==> src/rtl/handshake_pkg.sv <==
// handshake_pkg: definitions shared by the handshake pipeline blocks.
//   L_DEFAULT      default data width in bits
//   DEPTH_DEFAULT  default FIFO depth (entries)
//   ptr_width()    pointer width for a given depth ($clog2 wrapper)
//   xfer_e         push/pop enable encoding, the same naming the
//                  forward/backward pipe stages use
package handshake_pkg;

    localparam int L_DEFAULT     = 8;
    localparam int DEPTH_DEFAULT = 4;

    function automatic int ptr_width(input int depth);
        return $clog2(depth);
    endfunction

    // {push, pop} packed into a single two-bit code.
    typedef enum logic [1:0] {
        XFER_NONE = 2'b00,
        XFER_POP  = 2'b01,
        XFER_PUSH = 2'b10,
        XFER_BOTH = 2'b11
    } xfer_e;

endpackage

==> src/rtl/hs_fifo_mem.sv <==
// hs_fifo_mem: DEPTH x L register array for hs_fifo_stage.
//   clk    rising-edge clock
//   we     write enable (synchronous write)
//   waddr  write address
//   wdata  write data
//   raddr  read address (asynchronous read)
//   rdata  read data, combinational from raddr
// Contents are not reset; the owner of the pointers decides what is valid.
module hs_fifo_mem #(
    parameter int L     = 8,
    parameter int DEPTH = 4,
    parameter int AW    = 2
) (
    input  logic          clk,
    input  logic          we,
    input  logic [AW-1:0] waddr,
    input  logic [L-1:0]  wdata,
    input  logic [AW-1:0] raddr,
    output logic [L-1:0]  rdata
);

    logic [L-1:0] mem [DEPTH];

    always_ff @(posedge clk) begin
        if (we) begin
            mem[waddr] <= wdata;
        end
    end

    assign rdata = mem[raddr];

endmodule

==> src/rtl/hs_fifo_stage.sv <==
// hs_fifo_stage: synchronous first-word-fall-through FIFO between two
// valid/ready interfaces.
//   clk          rising-edge clock
//   rst          synchronous active-low reset
//   valid_f      upstream word valid
//   ready_f      FIFO can accept a word (registered, never depends on ready_b)
//   data_f       upstream word
//   valid_b      FIFO holds a word for downstream (registered)
//   ready_b      downstream accepts this cycle
//   data_b       head-of-FIFO word, meaningful only while valid_b=1
//   count        occupancy, 0..DEPTH
//   almost_full  registered, count >= AF_LEVEL
//
// Handshake: a transfer happens on a rising edge where valid && ready are
// both high on that side (push = valid_f && ready_f, pop = valid_b && ready_b).
// The sender may not retract a word before it is taken, but the FIFO never
// relies on that; while valid_b && !ready_b the head word is held stable.
module hs_fifo_stage
    import handshake_pkg::*;
#(
    parameter int L        = L_DEFAULT,
    parameter int DEPTH    = DEPTH_DEFAULT,
    parameter int AF_LEVEL = 3
) (
    input  logic                       clk,
    input  logic                       rst,
    input  logic                       valid_f,
    output logic                       ready_f,
    input  logic [L-1:0]               data_f,
    output logic                       valid_b,
    input  logic                       ready_b,
    output logic [L-1:0]               data_b,
    output logic [$clog2(DEPTH):0]     count,
    output logic                       almost_full
);

    localparam int PW = ptr_width(DEPTH);
    localparam int CW = PW + 1;

    localparam logic [CW-1:0] DEPTH_C = CW'(DEPTH);
    localparam logic [CW-1:0] AF_C    = CW'(AF_LEVEL);
    localparam logic [CW-1:0] CNT_ONE = CW'(1);
    localparam logic [PW-1:0] PTR_ONE = PW'(1);

    logic [PW-1:0] wr_ptr_q, wr_ptr_d;
    logic [PW-1:0] rd_ptr_q, rd_ptr_d;
    logic [CW-1:0] count_q, count_d;
    logic          full_q, full_d;
    logic          empty_q, empty_d;
    logic          af_q, af_d;

    logic  push;
    logic  pop;
    xfer_e op;

    always_comb begin
        push     = valid_f && !full_q;
        pop      = !empty_q && ready_b;
        op       = xfer_e'({push, pop});
        wr_ptr_d = wr_ptr_q;
        rd_ptr_d = rd_ptr_q;
        count_d  = count_q;

        case (op)
            XFER_PUSH: begin
                wr_ptr_d = wr_ptr_q + PTR_ONE;
                count_d  = count_q + CNT_ONE;
            end
            XFER_POP: begin
                rd_ptr_d = rd_ptr_q + PTR_ONE;
                count_d  = count_q - CNT_ONE;
            end
            XFER_BOTH: begin
                wr_ptr_d = wr_ptr_q + PTR_ONE;
                rd_ptr_d = rd_ptr_q + PTR_ONE;
            end
            default: ;
        endcase

        // Flags are computed from the next count so they are registered
        // alongside it and change in the same cycle as count.
        full_d  = (count_d == DEPTH_C);
        empty_d = (count_d == '0);
        af_d    = (count_d >= AF_C);
    end

    always_ff @(posedge clk) begin
        if (!rst) begin
            wr_ptr_q <= '0;
            rd_ptr_q <= '0;
            count_q  <= '0;
            // Held "full" during reset so ready_f stays low until the first
            // edge that samples rst high.
            full_q   <= 1'b1;
            empty_q  <= 1'b1;
            af_q     <= 1'b0;
        end else begin
            wr_ptr_q <= wr_ptr_d;
            rd_ptr_q <= rd_ptr_d;
            count_q  <= count_d;
            full_q   <= full_d;
            empty_q  <= empty_d;
            af_q     <= af_d;
        end
    end

    hs_fifo_mem #(
        .L     (L),
        .DEPTH (DEPTH),
        .AW    (PW)
    ) u_mem (
        .clk   (clk),
        .we    (push),
        .waddr (wr_ptr_q),
        .wdata (data_f),
        .raddr (rd_ptr_q),
        .rdata (data_b)
    );

    assign ready_f     = !full_q;
    assign valid_b     = !empty_q;
    assign count       = count_q;
    assign almost_full = af_q;

endmodule

==> config.mk <==
export PLATFORM = sky130hd
export DESIGN_NAME = hs_fifo_stage
export DESIGN_NICKNAME = d
export VERILOG_FILES = /design/src/rtl/handshake_pkg.sv /design/src/rtl/hs_fifo_mem.sv /design/src/rtl/hs_fifo_stage.sv
export SDC_FILE = /design/constraint.sdc
export NUM_CORES = 1
export LEC_CHECK = 0
export ABC_CLOCK_PERIOD_IN_PS = 4800
export BUFFER_PORTS_ARGS = -buffer_cell sky130_fd_sc_hd__buf_2
export CAP_MARGIN = 20
export CORE_MARGIN = 8
export CORE_UTILIZATION = 35
export CTS_CLUSTER_SIZE = 10
export DETAILED_ROUTE_END_ITERATION = 6
export PLACE_DENSITY_LB_ADDON = 0.12
export SLEW_MARGIN = 10
export SYNTH_ARGS = -nofsm -noshare
export SYNTH_HDL_FRONTEND = slang
export SYNTH_SLANG_ARGS = --single-unit
==> constraint.sdc <==
create_clock -name clk -period 4.8 [get_ports clk]
set_clock_uncertainty 0.05 [all_clocks]
set_input_delay 0.96 -clock clk [delete_from_list [all_inputs] [get_ports clk]]
set_output_delay 0.96 -clock clk [all_outputs]
set_load 0.02 [all_outputs]
==> results of run 1 <==
==> cell usage after synthesis (2+ instances only) <==
library cell | count | share of area [%]
o21ai_0 | 3 | 0.85
edfxtp_1 | 32 | 54
and2_1 | 9 | 3.2
xor2_1 | 2 | 0.99
nand3b_1 | 2 | 0.85
nand3_1 | 2 | 0.57
ha_1 | 5 | 3.5
mux4_2 | 8 | 10
inv_1 | 9 | 1.9
and3_1 | 3 | 1.1
dfxtp_1 | 12 | 14
nor2b_1 | 3 | 1.1
xnor2_1 | 3 | 1.5
clkbuf_1 | 2 | 0.42
==> final timing paths <==
kind	start	to	slack, ps	depth (start not counted)
hold reg to reg	count[2]	full_q	510	2
hold / removal	count[2]	full_q	510	2
setup / recovery	register	data_b[3]	2080	2
setup reg to reg	empty_q	empty_q	2560	7
==> state kept, by name, indices dropped and copies added, names as in the netlist, named ones only <==
signal,cells
u_mem.mem,32
count,3
rd_ptr_q,2
wr_ptr_q,2
almost_full,1
empty_q,1
full_q,1
==> power breakdown <==
group | switching [mW] | internal (mW)
clock | 0.116 | 0.115
combinational | 0.168 | 0.131
sequential | 0.0410 | 0.468
==> routing by layer <==
layer | GRT usage [%] | vias to the layer above
li1 | - | 447
met3 | 3.49 | 2
met4 | 3.75 | 0
met2 | 13.5 | 19
met5 | 0 | -
met1 | 10.6 | 446
==> metrics by stage <==
step	instance area, um^2	total power, mW
floorplan	1770	0.740
global placement	1960	0.818
detailed placement	1960	0.821
CTS	2050	1.06
global route	2050	1.11
finish	2050	1.04
==> final cells by class <==
class / instances / area (um^2)
fillers: 493 / 2960
flip-flops and latches: 44 / 1200
multi-input cells: 50 / 508
repair buffers: 25 / 125
well taps: 70 / 87.6
clock buffers: 6 / 82.6
inverters: 9 / 33.8
clock inverters: 2 / 10.0
==> cell families after synthesis <==
family                   Yosys count  synth area share [%]
multiplexers                       9                  10.7
flip-flops                        44                  67.8
buffers and inverters             14                  3.46
XOR/XNOR                           5                  2.47
AO/OA/AOI/OAI                      6                  1.91
AND/OR/NAND/NOR                   24                  8.90
adder cells (fa/ha/maj)            6                  4.66
==> cell usage in the layout, fill, tap and decap left out, drive strengths merged, types with 2 or more instances in the layout <==
master | Yosys | layout
xor2 | 2 | 2
nand3b | 2 | 2
ha | 5 | 5
and3 | 3 | 3
dfxtp | 12 | 12
and2 | 9 | 9
nor2b | 3 | 3
clkinv | 0 | 2
xnor2 | 3 | 3
buf | 3 | 25
edfxtp | 32 | 32
clkbuf | 2 | 6
mux4 | 8 | 8
inv | 9 | 9
nand3 | 2 | 2
o21ai | 3 | 3
==> worst register-to-register path: stages, from the launching register on <==
cell and delay, ps:
dfxtp_1 320, nor2b_1 220, ha_1 230, inv_1 60, fa_1 380, xor2_1 200, or4b_4 500, and3_1 170
==> impl_metrics.tcl, run 1 <==
set metrics [dict create \
    endpoint_kind "primary output" \
    num_antenna_cells 0 \
    async_flop_share_pct 0 \
    drt_iter0_drc 40 \
    grt_pass1_vias 920 \
    postRouteWirelength_um 2980 \
    hold_viol 0 \
    rows 26 \
    crit_family "flip-flops" \
    clk_path_buf_depth 2 \
    path_buf_inv 1 \
    setup_ws_ps 2080 \
    yosys_warnings 0 \
    postCtsSetupRepairBufs 0 \
    clk_latency_ps 290 \
    tritoncts "built" \
    fmax_ghz 0.367 \
    via_count 914 \
    final_layout_size_suffix_gt1_share_pct 31.6 \
    worst_pin_slew_ps 554 \
    fin_nets 153 \
    fin_setup_tns_ps 0 \
    die_h_um 87.1 \
    period_share_pct 56.8 \
    wl_met3_um 123 \
    rsz0062_at_grt "false" \
    cap_violations 0 \
    ys_dominant_reg_cell "edfxtp_1" \
    grt_pass1_wl_um 4820 \
    p_leak_nw 0.759 \
    hold_slack_ps 511 \
    highest_layer "met4" \
    slew_headroom_pct 63.0 \
    setup.worst_path.start_class "register" \
    powerDensity_nw_per_um2 507 \
    cts_resized 0 \
    gr-total-overflow 0 \
    crit_fanout 8 \
    cts-root-buf "clkbuf_8" \
    die_area_um2 7590 \
    core_region_area_um2 5010 \
    setup_violations 0 \
    grt_use_total_pct 8.77 \
    dr.pass1.iters 4 \
    dp_slack_ps 1830 \
    dp_hpwl_um 2090 \
    ys_types 27 \
    synth_nets 126 \
    io_buffers 25 \
    drv_slew 0 \
    htree_num_levels 2 \
    grt_antenna_before_repair 0 \
    postCtsHoldBufs 0 \
    m1WireLength_um 1340 \
    syn_inst 108 \
    cp.arrival_ps 1710 \
    post-place-cells 198 \
    clock_sinks 44 \
    syn_to_final_growth_pct 15.7 \
    critPathKind "register to primary output" \
    vias_per_cell 4.44 \
    cpPeakStageDelay_ps 670 \
    dieWidth_um 87.1 \
    gp_congestion 0.682 \
    status "finished clean" \
    wl_met2_um 1490 \
    ys_seq_area_share_pct 67.8 \
    min_period_ps 2720 \
    netlist_area_um2 1770 \
    worstPathCellList "mux4_2, buf_2" \
    grt_max_degree 14 \
    synth-edff-count 32 \
    numCtsBuffers 5 \
    clkTransAtPathRegs_ps 80 \
    ir_worst_vdd_uv 230 \
    antenna_left 0 \
    wl_per_cell_um 14.5 \
    ys_ff_latch 44 \
    initial_utilization_pct 35.3 \
    cp.required_ps 3790 \
    utilization_pct 40.9 \
    stdcell_count 206 \
    drc 0 \
    hp-class "register to register" \
    critPathSlowestCell "dfxtp_1" \
    synth_area_per_cell_um2 16.4 \
    io_pins 26 \
]
No activity file was read; power rests on OpenSTA's default activity.
==> inputs of run 2 (changes only) <==
Settings changed: ABC_AREA set to 1, ABC_CLOCK_PERIOD_IN_PS 4800 to 2850.
Clock period 4.8 ns to 2.85 ns, I/O delays scaled along.
==> run 2 against run 1 <==
Compared with the run above: critical path depth is 2 higher; design area is 0.67% higher; core utilization is 2.5 points higher; synthesized area is 1.4% lower; critical path type unchanged; sequential share of layout area is 0.39 points lower; synthesized cell count is 36% higher.
==> impl_metrics.tcl, run 2 <==
set metrics [dict create \
    layout_common_cells "edfxtp_1 (32), buf_2 (25), nor2_1 (21), inv_1 (19), o21ai_0 (16)" \
    largest_register_ffs 32 \
    cp.arrival_ps 1570 \
    initial_utilization_pct 36.7 \
    rows 25 \
    clk_path_buf_depth 2 \
    period_share_pct 76.8 \
    drv_slew 0 \
    io_buffers 25 \
    grt_pass1_vias 1122 \
    dp_hpwl_um 2440 \
    post-synth-top-count-cell "edfxtp_1" \
    fmax_ghz 0.457 \
    final_cell_area_um2 2060 \
    synth_area_leader_cell "edfxtp_1" \
    gr-total-overflow 0 \
    vias_per_cell 4.59 \
    hold_slack_ps 431 \
    synth_top_family_by_area "compound AO/OA/AOI/OAI gates" \
    stdcell_count 250 \
    cap_violations 0 \
    drc 0 \
    endpoint_kind "primary output" \
    clkTransAtPathRegs_ps 90 \
    worst_pin_slew_ps 373 \
    dr.pass1.iters 4 \
    internal_power_mw 1.03 \
    power_frac_comb_pct 23.2 \
    crit_fanout 16 \
    regMostFlops "u_mem.mem" \
    synthXorXnorAreaFrac_pct 1.00 \
    via_count 1148 \
    netSwitchingFraction_pct 32.3 \
    fin_total_pwr_mw 1.52 \
    setup_ws_ps 661 \
    clk_latency_ps 290 \
    clkPwrFrac_pct 25.8 \
    wl_per_cell_um 13.9 \
    syn_inst 147 \
    grt_use_total_pct 9.76 \
    use_met2_pct 15.9 \
    setup.worst_path.start_class "register" \
    netlist_area_um2 1750 \
    postCtsSetupRepairBufs 0 \
    fin_nets 200 \
    synth_common_cells "edfxtp_1 (32), nor2_1 (21), inv_1 (19)" \
    die_h_um 86.6 \
    postRouteWirelength_um 3480 \
    min_period_ps 2190 \
    synth_top_area_share_pct 55.1 \
    ys_ff_latch 44 \
    htree_num_levels 2 \
    use_met1_pct 11.2 \
    fin_setup_tns_ps 0 \
    synth_area_per_cell_um2 11.9 \
    post-place-cells 242 \
    hold_viol 0 \
    rsz0062_at_grt "false" \
    switchingPower_mw 0.491 \
    synthMuxAreaShare_pct 0 \
    hp-class "input port to register" \
    syn_to_final_growth_pct 18.1 \
    synth-adder-area-share_pct 4.73 \
    num_antenna_cells 0 \
    grt_pass1_wl_um 5470 \
    n_fill_cell 481 \
    ys_top_cells_by_area "edfxtp_1 (55%), dfxtp_1 (14%), o21ai_0 (4.6%)" \
    p_seq_share_pct 51.0 \
    ys_types 20 \
    ys_seq_area_share_pct 68.8 \
    critPathKind "register to primary output" \
    numCtsBuffers 5 \
    use_met3_pct 3.97 \
    final_layout_size_suffix_gt1_share_pct 24.0 \
    dieWidth_um 86.6 \
    ir_worst_vdd_uv 319 \
    synth-edff-count 32 \
    gp_congestion 0.822 \
    cts-root-buf "clkbuf_8" \
    die_area_um2 7500 \
    postCtsHoldBufs 0 \
    place_area_um2 1970 \
    grt_antenna_before_repair 0 \
    gr-max-usage-layer "met2" \
    p_leak_nw 0.821 \
    grt_max_degree 17 \
    drt_iter0_drc 61 \
    synth_nets 165 \
    cts_resized 0 \
    async_flop_share_pct 0 \
    clock_sinks 44 \
    synth-simple-area-share_pct 9.68 \
    final_common_cell "edfxtp_1" \
    status "finished clean" \
    core_region_area_um2 4750 \
    cp.required_ps 2230 \
    tritoncts "built" \
    ys_dominant_reg_cell "edfxtp_1" \
    io_pins 26 \
    utilization_pct 43.4 \
    yosys_warnings 0 \
    setup_violations 0 \
    powerDensity_nw_per_um2 738 \
    antenna_left 0 \
    dp_slack_ps 678 \
    synth_compound_area_share_pct 10.2 \
    slew_headroom_pct 75.1 \
]
==> run 2: cells by family after synthesis <==
group | count (synthesis)
buffers and inverters | 22
DFF | 44
xor gates and xnor gates | 2
adders and majority gates | 6
and+or+nand+nor | 41
AOI/OAI and AO/OA | 32
==> run 2: metal layers <==
layer	vias up	wire (um)
met2	19	1670
met4	0	42
met3	5	146
li1	569	-
met5	-	0
met1	555	1610
==> run 2: layout make-up <==
type	count	area [um^2]	area share (%)
clock buffer	5	68.8	3.34
clock inverter	3	23.8	1.15
inverter	20	75.1	3.64
multi-input combinational	81	447	21.7
sequential	44	1200	58.3
tap	67	83.8	4.07
timing repair buffer	30	163	7.89
==> run 2: worst paths after layout <==
kind                            slack, ps        start  cells after the start              end
worst min register to register        430  rd_ptr_q[0]                      1      rd_ptr_q[0]
worst max-delay path                  660     register                      4        data_b[3]
worst max register to register        940       full_q                      9      almost_full
worst min-delay path                  430    data_f[5]                      1  u_mem.mem[3][5]
==> run 2: power groups by stage <==
stage / Clock, mW / Combinational [mW] / Sequential [mW]
2_1_floorplan: 0 / 0.231 / 0.799
4_1_cts: 0.400 / 0.357 / 0.776
5_1_grt: 0.429 / 0.391 / 0.782
6_report: 0.393 / 0.352 / 0.776
3_3_place_gp: 0 / 0.347 / 0.789
3_5_place_dp: 0 / 0.357 / 0.790
==> run 2: critical path, stage by stage (launching register included) <==
cell and delay (ps):
dfxtp_1 550, inv_2 230, o21ai_0 240, o22ai_1 90
buf_2 160
==> inputs of run 3 (changes only) <==
Settings changed: ABC_CLOCK_PERIOD_IN_PS 2850 to 2150.
Clock period 2.85 ns to 2.15 ns, I/O delays scaled along.
==> run 3 against run 2 <==
Compared with the run above: first-iteration DRC count shrank 16%; sequential share of layout area down 0.19 points; clock power increased by 31%; sequential power increased by 33%; via count fell by 4.4%; count of clock-buffer cells in the layout grew 1; largest cell class unchanged.
==> impl_metrics.tcl, run 3 (synthesis gave the netlist of run 2 again) <==
set metrics [dict create \
    drc 0 \
    grt_pass1_wl_um 5300 \
    setup_violations 0 \
    dr.pass1.iters 4 \
    fin_setup_tns_ps 0 \
    grt_max_degree 17 \
    clkTransAtPathRegs_ps 80 \
    powerDensity_nw_per_um2 971 \
    final_common_cell "edfxtp_1" \
    setup.worst_path.start_class "register" \
    rsz0062_at_grt "false" \
    stdcell_count 251 \
    ir_worst_vdd_uv 391 \
    setup_ws_ps 177 \
    rows 25 \
    crit_fanout 9 \
    io_buffers 25 \
    cp.required_ps 1670 \
    fin_nets 201 \
    min_period_ps 1970 \
    place_area_um2 1980 \
    num_antenna_cells 0 \
    post-place-cells 243 \
    postCtsSetupRepairBufs 0 \
    wl_per_cell_um 13.3 \
    critPathKind "register to primary output" \
    antenna_left 0 \
    dp_slack_ps 190 \
    period_share_pct 91.7 \
    hp-class "input port to register" \
    cp.arrival_ps 1490 \
    clk_path_buf_depth 2 \
    drt_iter0_drc 51 \
    clock_sinks 44 \
    dp_hpwl_um 2320 \
    cts_resized 0 \
    final_cell_area_um2 2070 \
    reg2reg_setup_slack_ps 370 \
    die_h_um 86.6 \
    largest_register_ffs 32 \
    grt_pass1_vias 1104 \
    core_region_area_um2 4750 \
    drv_slew 0 \
    final_layout_size_suffix_gt1_share_pct 25.0 \
    layout_common_cells "edfxtp_1 (32), buf_2 (25), nor2_1 (21), inv_1 (19), o21ai_0 (16)" \
    endpoint_kind "primary output" \
    syn_to_final_growth_pct 18.6 \
    fmax_ghz 0.507 \
    cts-root-buf "clkbuf_8" \
    hold_viol 0 \
    p_leak_nw 0.836 \
    postRouteWirelength_um 3350 \
    grt_antenna_before_repair 0 \
    gr-total-overflow 0 \
    worstPathCellList "inv_1, o21ai_0, o22ai_1, buf_2" \
    die_area_um2 7500 \
    critPathSlowestCell "dfxtp_1" \
    numCtsBuffers 5 \
    dieWidth_um 86.6 \
    htree_num_levels 2 \
    cap_violations 0 \
    n_fill_cell 475 \
    regMostFlops "u_mem.mem" \
    utilization_pct 43.6 \
    gp_congestion 0.785 \
    via_count 1098 \
    tritoncts "built" \
    vias_per_cell 4.37 \
    grt_use_total_pct 9.54 \
    worst_pin_slew_ps 341 \
    io_pins 26 \
    cpPeakStageDelay_ps 420 \
    initial_utilization_pct 36.7 \
    status "finished clean" \
    postCtsHoldBufs 0 \
    slew_headroom_pct 77.3 \
    clk_latency_ps 290 \
]
[run 3: cell count changes in the layout (fill, tap and decap cells not counted), sizes merged]
cell      delta
clkinvlp     -2
buf          +1
clkbuf       +1
clkinv       +1
[run 3: critical path: cells and delay by family, from the launching register on]
kind                   cells  cell delay (ps)
buffers and inverters      2              520
DFF                        1              420
AOI/OAI and AO/OA          2              290
[run 3: cell type report]
class | instances | area, um^2 | area share, %
Multi-Input combinational cell | 81 | 447 | 21.6
Tap cell | 67 | 83.8 | 4.05
Timing Repair Buffer | 31 | 170 | 8.22
Clock buffer | 6 | 82.6 | 3.99
Sequential cell | 44 | 1200 | 58.1
Clock inverter | 2 | 10.0 | 0.483
Inverter | 20 | 75.1 | 3.63
[run 3: layer usage]
layer	global-route usage, %	wire length [um]	vias to the layer above
met4	4.69	55	0
met1	11.1	1550	505
met3	4.06	187	5
li1	-	-	570
met5	0	0	-
met2	14.7	1560	18
[run 3: path summary, 6_finish.rpt]
check,cells after the start,to,from
setup reg to reg,8,almost_full,empty_q
hold / removal,1,u_mem.mem[1][2],data_f[2]
setup / recovery,4,data_b[4],register
hold reg to reg,1,rd_ptr_q[0],rd_ptr_q[0]
[run 3: metrics by stage]
stage                     hold WS (ps)  total power, mW
after floorplan                    394             1.37
after global placement             410             1.51
after detailed placement           428             1.52
after CTS                          284             2.04
after global routing               295             2.14
final                              303             2.01
[run 3: where the power goes]
| part | internal [mW] | switching, mW | total [mW] |
|---|---|---|---|
| clock network | 0.256 | 0.259 | 0.515 |
| logic | 0.160 | 0.308 | 0.468 |
| registers | 0.980 | 0.0464 | 1.03 |
